### config.mk
export PLATFORM = sky130hd
export DESIGN_NAME = multicycle_ctrl
export DESIGN_NICKNAME = d
export VERILOG_FILES = /design/src/rtl/multicycle_ctrl_pkg.sv /design/src/rtl/multicycle_ctrl.sv
export SDC_FILE = /design/constraint.sdc
export NUM_CORES = 1
export LEC_CHECK = 0
export CAP_MARGIN = 20
export CORE_MARGIN = 2
export CORE_UTILIZATION = 35
export DETAILED_ROUTE_END_ITERATION = 7
export SYNTH_ARGS = -nofsm -noshare
export SYNTH_HDL_FRONTEND = slang
export SYNTH_SLANG_ARGS = --single-unit
### constraint.sdc
create_clock -name clock -period 2.8 [get_ports clock]
set_input_delay 0.42 -clock clock [delete_from_list [all_inputs] [get_ports clock]]
set_output_delay 0.42 -clock clock [all_outputs]
set_load 0.05 [all_outputs]
### src/rtl/multicycle_ctrl_pkg.sv
// Shared encodings for the multicycle MIPS controller: opcodes, FSM state codes,
// datapath select encodings and the packed control-word layout.
package multicycle_ctrl_pkg;

    localparam logic [5:0] R_FORMAT = 6'b000000;
    localparam logic [5:0] LW       = 6'b100011;
    localparam logic [5:0] SW       = 6'b101011;
    localparam logic [5:0] BEQ      = 6'b000100;
    localparam logic [5:0] J        = 6'b000010;

    localparam logic [3:0] S_START  = 4'd0;
    localparam logic [3:0] S_FETCH  = 4'd1;
    localparam logic [3:0] S_DECODE = 4'd2;
    localparam logic [3:0] S_MEMADR = 4'd3;
    localparam logic [3:0] S_MEMRD  = 4'd4;
    localparam logic [3:0] S_MEMWB  = 4'd5;
    localparam logic [3:0] S_MEMWR  = 4'd6;
    localparam logic [3:0] S_REX    = 4'd7;
    localparam logic [3:0] S_RWB    = 4'd8;
    localparam logic [3:0] S_BEQ    = 4'd9;
    localparam logic [3:0] S_JMP    = 4'd10;
    localparam logic [3:0] S_HALT   = 4'd11;

    localparam logic [1:0] SRCB_B     = 2'b00;
    localparam logic [1:0] SRCB_FOUR  = 2'b01;
    localparam logic [1:0] SRCB_IMM   = 2'b10;
    localparam logic [1:0] SRCB_IMMSH = 2'b11;

    localparam logic [1:0] ALUOP_ADD   = 2'b00;
    localparam logic [1:0] ALUOP_SUB   = 2'b01;
    localparam logic [1:0] ALUOP_FUNCT = 2'b10;

    localparam logic [1:0] PCSRC_ALU    = 2'b00;
    localparam logic [1:0] PCSRC_ALUOUT = 2'b01;
    localparam logic [1:0] PCSRC_JUMP   = 2'b10;

    typedef struct packed {
        logic       pc_write;
        logic       pc_write_cond;
        logic       iord;
        logic       mem_read;
        logic       mem_write;
        logic       ir_write;
        logic       mem_to_reg;
        logic       reg_dst;
        logic       reg_write;
        logic       alu_src_a;
        logic [1:0] alu_src_b;
        logic [1:0] alu_op;
        logic [1:0] pc_source;
        logic       halted;
    } ctrl_t;

    // States whose exit completes an instruction (MEMWR only once memory is ready).
    function automatic logic is_final_state(input logic [3:0] st, input logic ready);
        return (st == S_MEMWB) || (st == S_RWB) || (st == S_BEQ) || (st == S_JMP) ||
               ((st == S_MEMWR) && ready);
    endfunction

endpackage

### src/rtl/multicycle_ctrl.sv
// Moore FSM sequencing the multicycle MIPS datapath, with a retired-instruction
// counter and a sticky halt on illegal opcodes.
module multicycle_ctrl
    import multicycle_ctrl_pkg::*;
#(
    parameter int unsigned RET_W = 32
) (
    input  logic             clock,
    input  logic             reset,
    input  logic [5:0]       op,
    input  logic             mem_ready,
    output logic             pc_write,
    output logic             pc_write_cond,
    output logic             iord,
    output logic             mem_read,
    output logic             mem_write,
    output logic             ir_write,
    output logic             mem_to_reg,
    output logic             reg_dst,
    output logic             reg_write,
    output logic             alu_src_a,
    output logic [1:0]       alu_src_b,
    output logic [1:0]       alu_op,
    output logic [1:0]       pc_source,
    output logic             halted,
    output logic [RET_W-1:0] retired
);

    localparam logic [RET_W-1:0] RET_ONE = RET_W'(1);

    logic [3:0]       state_q, state_d;
    logic [RET_W-1:0] retired_q;
    ctrl_t            ctrl;

    always_ff @(posedge clock or negedge reset) begin
        if (!reset) begin
            state_q <= S_START;
        end else begin
            state_q <= state_d;
        end
    end

    always_comb begin
        state_d = state_q;
        case (state_q)
            S_START:  state_d = S_FETCH;
            S_FETCH:  state_d = mem_ready ? S_DECODE : S_FETCH;
            S_DECODE: begin
                case (op)
                    LW, SW:   state_d = S_MEMADR;
                    R_FORMAT: state_d = S_REX;
                    BEQ:      state_d = S_BEQ;
                    J:        state_d = S_JMP;
                    default:  state_d = S_HALT;
                endcase
            end
            S_MEMADR: begin
                if (op == LW) begin
                    state_d = S_MEMRD;
                end else if (op == SW) begin
                    state_d = S_MEMWR;
                end else begin
                    state_d = S_HALT;
                end
            end
            S_MEMRD:  state_d = mem_ready ? S_MEMWB : S_MEMRD;
            S_MEMWB:  state_d = S_FETCH;
            S_MEMWR:  state_d = mem_ready ? S_FETCH : S_MEMWR;
            S_REX:    state_d = S_RWB;
            S_RWB:    state_d = S_FETCH;
            S_BEQ:    state_d = S_FETCH;
            S_JMP:    state_d = S_FETCH;
            S_HALT:   state_d = S_HALT;
            default:  state_d = S_HALT;
        endcase
    end

    // Pure state decode; mem_ready only gates the fetch-side loads.
    always_comb begin
        ctrl = '0;
        case (state_q)
            S_FETCH: begin
                ctrl.mem_read  = 1'b1;
                ctrl.ir_write  = mem_ready;
                ctrl.pc_write  = mem_ready;
                ctrl.alu_src_b = SRCB_FOUR;
                ctrl.alu_op    = ALUOP_ADD;
                ctrl.pc_source = PCSRC_ALU;
            end
            S_DECODE: begin
                ctrl.alu_src_b = SRCB_IMMSH;
                ctrl.alu_op    = ALUOP_ADD;
            end
            S_MEMADR: begin
                ctrl.alu_src_a = 1'b1;
                ctrl.alu_src_b = SRCB_IMM;
                ctrl.alu_op    = ALUOP_ADD;
            end
            S_MEMRD: begin
                ctrl.mem_read = 1'b1;
                ctrl.iord     = 1'b1;
            end
            S_MEMWB: begin
                ctrl.reg_write  = 1'b1;
                ctrl.mem_to_reg = 1'b1;
            end
            S_MEMWR: begin
                ctrl.mem_write = 1'b1;
                ctrl.iord      = 1'b1;
            end
            S_REX: begin
                ctrl.alu_src_a = 1'b1;
                ctrl.alu_src_b = SRCB_B;
                ctrl.alu_op    = ALUOP_FUNCT;
            end
            S_RWB: begin
                ctrl.reg_write = 1'b1;
                ctrl.reg_dst   = 1'b1;
            end
            S_BEQ: begin
                ctrl.alu_src_a     = 1'b1;
                ctrl.alu_src_b     = SRCB_B;
                ctrl.alu_op        = ALUOP_SUB;
                ctrl.pc_write_cond = 1'b1;
                ctrl.pc_source     = PCSRC_ALUOUT;
            end
            S_JMP: begin
                ctrl.pc_write  = 1'b1;
                ctrl.pc_source = PCSRC_JUMP;
            end
            S_HALT:  ctrl.halted = 1'b1;
            default: ctrl = '0;
        endcase
    end

    always_ff @(posedge clock or negedge reset) begin
        if (!reset) begin
            retired_q <= '0;
        end else if (is_final_state(state_q, mem_ready)) begin
            retired_q <= retired_q + RET_ONE;
        end
    end

    assign pc_write      = ctrl.pc_write;
    assign pc_write_cond = ctrl.pc_write_cond;
    assign iord          = ctrl.iord;
    assign mem_read      = ctrl.mem_read;
    assign mem_write     = ctrl.mem_write;
    assign ir_write      = ctrl.ir_write;
    assign mem_to_reg    = ctrl.mem_to_reg;
    assign reg_dst       = ctrl.reg_dst;
    assign reg_write     = ctrl.reg_write;
    assign alu_src_a     = ctrl.alu_src_a;
    assign alu_src_b     = ctrl.alu_src_b;
    assign alu_op        = ctrl.alu_op;
    assign pc_source     = ctrl.pc_source;
    assign halted        = ctrl.halted;
    assign retired       = retired_q;

endmodule

# After elaboration in Yosys (flattened, before gate mapping)
# Cells that the tools add are included.
[totals]
in_bits = 9
latch_bits = 0
out_inout_bits = 49
ram_bits = 0
regBits = 36
word_cells = 51
mem_bits_ro = 0
mem_count = 0
[classes]
n_addsub = 1
n_reduce_logical = 13
n_lt_le_gt_ge = 0
shifts = 0
n_eq_ne = 15
div = 0
muxes = 20
bitwise_logic = 0
n_mul = 0
[op_table]
columns = ["op", "count"]
rows = [
  ["$add 32x1->32 const B", 1],
  ["$pmux 4 s7", 1],
  ["$pmux 4 s5", 1],
  ["$eq 4x3->1 const B", 4],
  ["$eq 4x4->1 const B", 4],
  ["$pmux 4 s4", 1],
  ["$eq 6x6->1 const B", 2],
  ["$mux 1", 11],
  ["$eq 4x2->1 const B", 2],
  ["$mux 4", 2],
  ["$reduce_or 2->1", 4],
  ["$eq 6x2->1 const B", 1],
  ["$eq 6x3->1 const B", 1],
  ["$logic_not 6->1", 1],
  ["$reduce_or 5->1", 1],
  ["$eq 4x1->1 const B", 1],
  ["$logic_not 4->1", 1],
  ["$logic_or 1x1->1", 4],
  ["$pmux 2 s2", 1],
  ["$mux 3", 1],
  ["$reduce_or 3->1", 1],
  ["$mux 2", 1],
  ["$pmux 1 s2", 1],
  ["$logic_and 1x1->1", 1],
]

# Longest topological paths before layout
[logic_depth]
depth_word = 5
ltp_mapped = 6
ltp_nobuf = 5

# Worst setup path after synthesis
# Ideal clock, no wire load.
[synth_timing]
path_kind = "reg-to-output"
startpoint = "register state_q[1]"
endpoint = "output port reg_write"
arrival_ps = 2200
stages_incl_launch_ff = 4
required_ps = 2380
path_buffers = 1
path_slack_ps = 180
cell_sequence = "dfrtp_1 clkbuf_1 nor3_1 or2_2"
[synth_between]
elab_chain_cells = 3
word_cells_on_any_way = 4
cone_classes = "2 x eq/ne; 1 x mux; 1 x reduce/logical"
[synth_lines]
columns = ["element", "line_no", "source"]
rows = [
  ["start: declaration", "multicycle_ctrl.sv:31", "logic [3:0] state_q, state_d;"],
  ["start signal: assignment", "multicycle_ctrl.sv:39", "state_q <= state_d;"],
  ["$eq 4x3->1 or $eq 4x4->1 (tied branches)", "multicycle_ctrl.sv:81", "case (state_q)"],
  ["$reduce_or 2->1 (no source line) (*)", "--", ""],
  ["$mux 1 (*)", "multicycle_ctrl.sv:81", ""],
  ["end: declaration", "multicycle_ctrl.sv:20", "output logic reg_write,"],
]
# Mark *: on every way between the ends. The rest lies on a longest branch, timed or not.

# Final worst setup path
[layout_timing]
startpoint = "register state_q[0]"
endpoint = "output port alu_src_b[0]"
[layout_between]
elab_chain_cells = 2
word_cells_on_any_way = 6
cone_classes = "5 x eq/ne; 1 x mux"
[layout_lines]
columns = ["element", "line_no", "source"]
rows = [
  ["$eq 4x4->1, or another cell as far along", "multicycle_ctrl.sv:81", ""],
  ["$pmux 4 s5 (*)", "multicycle_ctrl.sv:81", ""],
  ["end: declaration", "multicycle_ctrl.sv:22", "output logic [1:0] alu_src_b,"],
]
# Marked as above.

==> impl_metrics.tcl <==
set metrics [dict create \
    outcome "finished clean" \
    synth_edf_count 0 \
    async_flop_share_pct 100 \
    tns_ps 0 \
    power_frac_comb_pct 18.6 \
    power_frac_seq_pct 46.0 \
    postCtsSetupBuffers 0 \
    cp_slowest_cell "clkdlybuf4s50_1" \
    avgViaCountPerCell 4.93 \
    clock-root-buffer "clkbuf_8" \
    p_leak_nw 1.12 \
    internal_power_mw 0.896 \
    finalHoldViolCount 0 \
    holdBufCountCts 0 \
    fin_crit_sh_pct 93.6 \
    clock_latency_ps 290 \
    grt.overflow.total 0 \
    antenna_cells 0 \
    cts_resized 0 \
    grt_setup_unrepaired "false" \
    setup_violations 0 \
    final.fill_count 513 \
    layout_common_cells "clkdlybuf4s50_1 (53), dfrtp_1 (36), nor2_1 (25)" \
    io_buffers 57 \
    post_dp_cell_area_um2 2630 \
    reg2reg_depth 5 \
    final_cells 337 \
    grt_pass1_vias 1582 \
    p_per_area_nw_per_um2 462 \
    finalPower_mw 1.26 \
    yosysTopAreaCellShare_pct 45.4 \
    slew_headroom_pct 47.6 \
    switching_share_pct 29.2 \
    clk_pin_slew_worst_paths_ps 80 \
    switchingPower_mw 0.369 \
    start_kind "register" \
    layout_setup_ws_ps 179 \
    yosys.area.top_type "dfrtp_1" \
    cts_buffers 5 \
    die_area_um2 6290 \
    slew_viol_final 0 \
    synth_nets 213 \
    rows 27 \
    crit_path_max_incr_delay_ps 830 \
    crit_path_end_kind "output port" \
    ys.flop_type "dfrtp_1" \
    postLayoutCellArea_um2 2740 \
    yosys_warnings 0 \
    wirelength_um 4540 \
    antenna_found_initial 0 \
    ys_ff_latch 36 \
    cp.depth 4 \
    wl_met1_um 2090 \
    area_growth_pct 37.9 \
    worstPathMaxFanout 11 \
    drv_cap 0 \
    peakVddDrop_mv 0.338 \
    wire_per_inst_um 13.5 \
    critical_path.cell_chain "inv_1 > nand2_1 > a21boi_0 > clkdlybuf4s50_1" \
    die_h_um 79.3 \
    detail-route-antenna-nets 0 \
    path_buf_inv 2 \
    htree_levels 2 \
    post-dp-hpwl_um 3390 \
    crit_required_ps 2380 \
    routed.top_layer "met4" \
    routed-wl-met2_um 2210 \
    hold_path.class "input port to asynchronous set/reset pin" \
    final_util_pct 49.7 \
    dpl_worst_slack_ps 368 \
    seq_area_frac_synth_pct 45.4 \
    dpl.cell_count 329 \
    place.gp.congestion 0.859 \
    io_pins 58 \
    synth_area_um2 1990 \
    clock_path_buffers 2 \
    worst_slew_pin_slew_ps 786 \
    avgSynthCellArea_um2 9.78 \
    cts_tree "built" \
    layout_commonest_cell "clkdlybuf4s50_1" \
    min_period_ps 2620 \
    fmaxAchievable_mhz 382 \
    start_util_pct 36.1 \
    clockPowerShare_pct 35.5 \
    drt_iter0_markers 66 \
    fp.dieW_um 79.3 \
    finClkSkew_ps 8.69 \
    grt_max_degree 37 \
    fin_nets 274 \
    drive_gt1_share_pct 9.81 \
    crit_family "buffers and inverters" \
    critPathKind "register to output port" \
    core_um2 5510 \
    first_pass_iters 4 \
    cts.sinks 36 \
    wl_met3_um 180 \
    grt.total_usage_pct 15.6 \
    drc 0 \
    vias 1663 \
    synth.area.top_cells "dfrtp_1 (45%), xnor2_1 (9.3%), xor2_1 (4.9%)" \
    synthCells 203 \
    grt_pass1_wl_um 7690 \
    hold_slack_ps 205 \
    netlist-cell-type-count 43 \
    arrival_ps 2200 \
]
==> cells in the mapped netlist, drive strengths merged, types with 5 or more instances <==
library cell   n
a21oi          5
dfrtp         36
nand2b         6
nor3           9
xnor2         21
inv            9
xor2          11
nand3         14
nor2          26
nand4         10
nand2         16
==> layer usage <==
layer / vias up / track usage [%]
met5: - / 0
met4: 0 / 5.17
li1: 829 / -
met2: 39 / 25.3
met1: 790 / 20.5
met3: 5 / 3.86
==> power groups by stage <==
stage / sequential (mW) / combinational, mW / clock [mW]
2_1_floorplan: 0.680 / 0.0517 / 0
4_1_cts: 0.582 / 0.239 / 0.466
6_report: 0.582 / 0.235 / 0.448
3_5_place_dp: 0.592 / 0.238 / 0
5_1_grt: 0.587 / 0.251 / 0.498
3_3_place_gp: 0.591 / 0.237 / 0
==> state kept, by name, summed over array words and instances (netlist names) <==
name,cells
retired,32
state_q,4
==> cells by family after synthesis <==
logic type / Yosys count / share of synthesized area [%]
multiplexers: 2 / 1.13
buffers and inverters: 14 / 2.90
flip-flops: 36 / 45.4
AO/OA/AOI/OAI: 23 / 9.39
adder cells (fa/ha/maj): 1 / 0.630
AND/OR/NAND/NOR: 95 / 26.5
XOR/XNOR: 32 / 14.1
==> worst paths after layout <==
kind / startpoint / endpoint / slack, ps
setup / recovery: state_q[0] / alu_src_b[0] / 180
hold / removal: reset / retired[7] / 200
setup reg to reg: state_q[0] / retired[8] / 810
hold reg to reg: retired[31] / retired[31] / 470
max in group asynchronous: reset / retired[27] / 2080
min in group clock: retired[31] / retired[31] / 470
==> layout make-up <==
| type | instances | area [um2] | area share [%] |
|---|---|---|---|
| clock buffer | 6 | 72.6 | 2.65 |
| clock inverter | 2 | 35.0 | 1.28 |
| inverter | 9 | 33.8 | 1.23 |
| multi-input combinational | 153 | 1030 | 37.5 |
| sequential | 36 | 901 | 32.9 |
| tap | 72 | 90.1 | 3.29 |
| timing repair buffer | 59 | 578 | 21.1 |
Power figures use the tool's default switching activity.
==> RTL edit: new RTL, config.mk and constraints unchanged <==
`RET_W`: 32 -> 28.
--- a/src/rtl/multicycle_ctrl.sv
+++ b/src/rtl/multicycle_ctrl.sv
@@ -5,3 +5,3 @@
 #(
-    parameter int unsigned RET_W = 32
+    parameter int unsigned RET_W = 28
 ) (
Interface: changed (resized retired); port bits go from 58 to 54. No check against the original RTL was run, so the function may have changed too.
==> RTL edit against the unedited design <==
  * Routed wire length shrank 8.6%
  * Maximum frequency shrank 0.96%
  * Cell area down 7.3%
  * Worst setup slack got worse by 25 ps
  * Sequential cell count decreased by 4
  * Area after synthesis fell by 9.1%
  * Largest cell class unchanged
  * Highest routed layer unchanged
Power is not compared: it rests on default switching activity, and its combinational part moved more than twofold at a synthesized area within 25%.
==> RTL edit: results (changes against the unedited design) <==
[status]
outcome = completed  ; unchanged

[setup_path]
regToRegEndpoint = retired[9]  ; was retired[8]
timing.critical_path.to = reg_dst  ; was alu_src_b[0]
reg2reg_from = state_q[2]  ; was state_q[0]
worst_ep_arrival_time_ps = 2230  ; was 2200 ps
critPathMaxStageDelay_ps = 840
worst_r2r_path_depth = 4  ; was 5
cp_max_fo = 14  ; was 11

[routing]
viasPerCell = 5.01  ; was 4.93
detailroute.via_count = 1604  ; was 1,663
met3_length_um = 203  ; was 180 um
detailed_route_wire_length_on_metal_1_mm = 1.95  ; was 2.09 mm
routedWlPerCell_um = 12.9  ; was 13.5 um
detailedRoute.firstIterationViolations = 107  ; was 66
met2WireLength_mm = 1.93  ; was 2.21 mm

[placed_design]
placement.setup.worst_slack_ps = 385  ; was 368 ps
dp.final_hpwl_mm = 2.96  ; was 3.39 mm
globalplace.congestion = 0.751  ; was 0.859
port-buffer-count = 53  ; was 57
post-place-cells = 312  ; was 329
placed_cell_area_um2 = 2420  ; was 2630 um^2

[grt]
groute.layer.met2.usage = 0.241  ; was 0.253
largest_net_degree_at_the_start_of_global_routing = 33  ; was 37
grt_use_met1 = 0.211  ; was 0.205
grt_use_total = 0.155  ; was 0.156
vias_in_the_first_global_route = 1437  ; was 1,582
wire_length_of_the_first_global_routing_pass_mm = 6.83  ; was 7.69 mm
use_met3 = 0.0397  ; was 0.0386

[synthesis]
post_synth_main_area_contributors = dfrtp_1 44%, xnor2_1 11%, nand4_1 7.3%  ; was dfrtp_1 45%, xnor2_1 9.3%, xor2_1 4.9%
synth.yosys.seq_area_share = 0.444  ; was 0.454
post_synth_num_cell_types = 35  ; was 43
async_flop_share = 1.00  ; unchanged
yosys_warnings = 0  ; unchanged
synthesis.area_per_instance_um2 = 9.35  ; was 9.78 um^2
synth_common_cells = 32 x dfrtp_1, 22 x xnor2_1, 21 x nand4_1  ; was 36 x dfrtp_1, 25 x nor2_1, 21 x xnor2_1
mappedNetlistNets = 203  ; was 213

[power]
static-leakage-power_nw = 0.962
total_switching_power_mw = 0.190
powerComb_mw = 0.0275
ir_worst_vdd_uv = 171
report.power.total_mw = 0.927

[final_layout]
post_route_cells_drive_above_1_share = 0.0920  ; was 0.0981
nNetsFinal = 259  ; was 274
antenna-diode-count = 0  ; unchanged
largest_reg_flops = 28  ; was 32

[clock_tree]
clock_insertion_delay_worst_skew_ps = 290  ; about the same
post_cts_buffers = 0  ; unchanged
cts.clk_slew.worst_paths_ps = 70
tritoncts.num_buffers = 5  ; unchanged
post_cts.resized_instances = 0  ; unchanged
htreeDepth = 2  ; unchanged
clockRootBuffer = clkbuf_8  ; unchanged

[timing]
clock_skew_ps = 11.1  ; was 8.69 ps
hold_slack_final_ps = 478  ; was 205 ps
timing.slew.headroom = 0.658  ; was 0.476
min_period_over_period = 0.945  ; was 0.936

[hold_path]
min_to = retired[27]
holdCritPathClass = reg2reg  ; was in2async
worst_hold_stages = 1

==> RTL edit: changes by cell type in the layout (fill, tap and decap cells not counted), moves of 5 or more <==
| cell | before | now |
|---|---|---|
| inv_1 | 9 | 4 |
| nand3_1 | 14 | 9 |
| nand4_1 | 9 | 21 |
| nor2_1 | 25 | 19 |
| nor3_1 | 7 | 12 |
==> RTL edit: cell families (layout without fill, tap and decap cells) <==
kind of cell | Yosys count | count (layout) | synth area share
AO/OA/AOI/OAI | 18 | 18 | 0.0645
flip-flops | 32 | 32 | 0.444
multiplexers | 1 | 1 | 0.00555
XOR/XNOR | 29 | 29 | 0.141
adder cells (fa/ha/maj) | 1 | 1 | 0.00693
AND/OR/NAND/NOR | 98 | 98 | 0.306
buffers and inverters | 14 | 71 | 0.0326
==> RTL edit: layout make-up <==
class	count	area [um^2]
fill	476	2500
multi-input combinational	147	951
sequential	32	801
timing repair buffer	59	573
tap	70	87.6
clock buffer	5	68.8
clock inverter	3	42.5
inverter	4	15.0
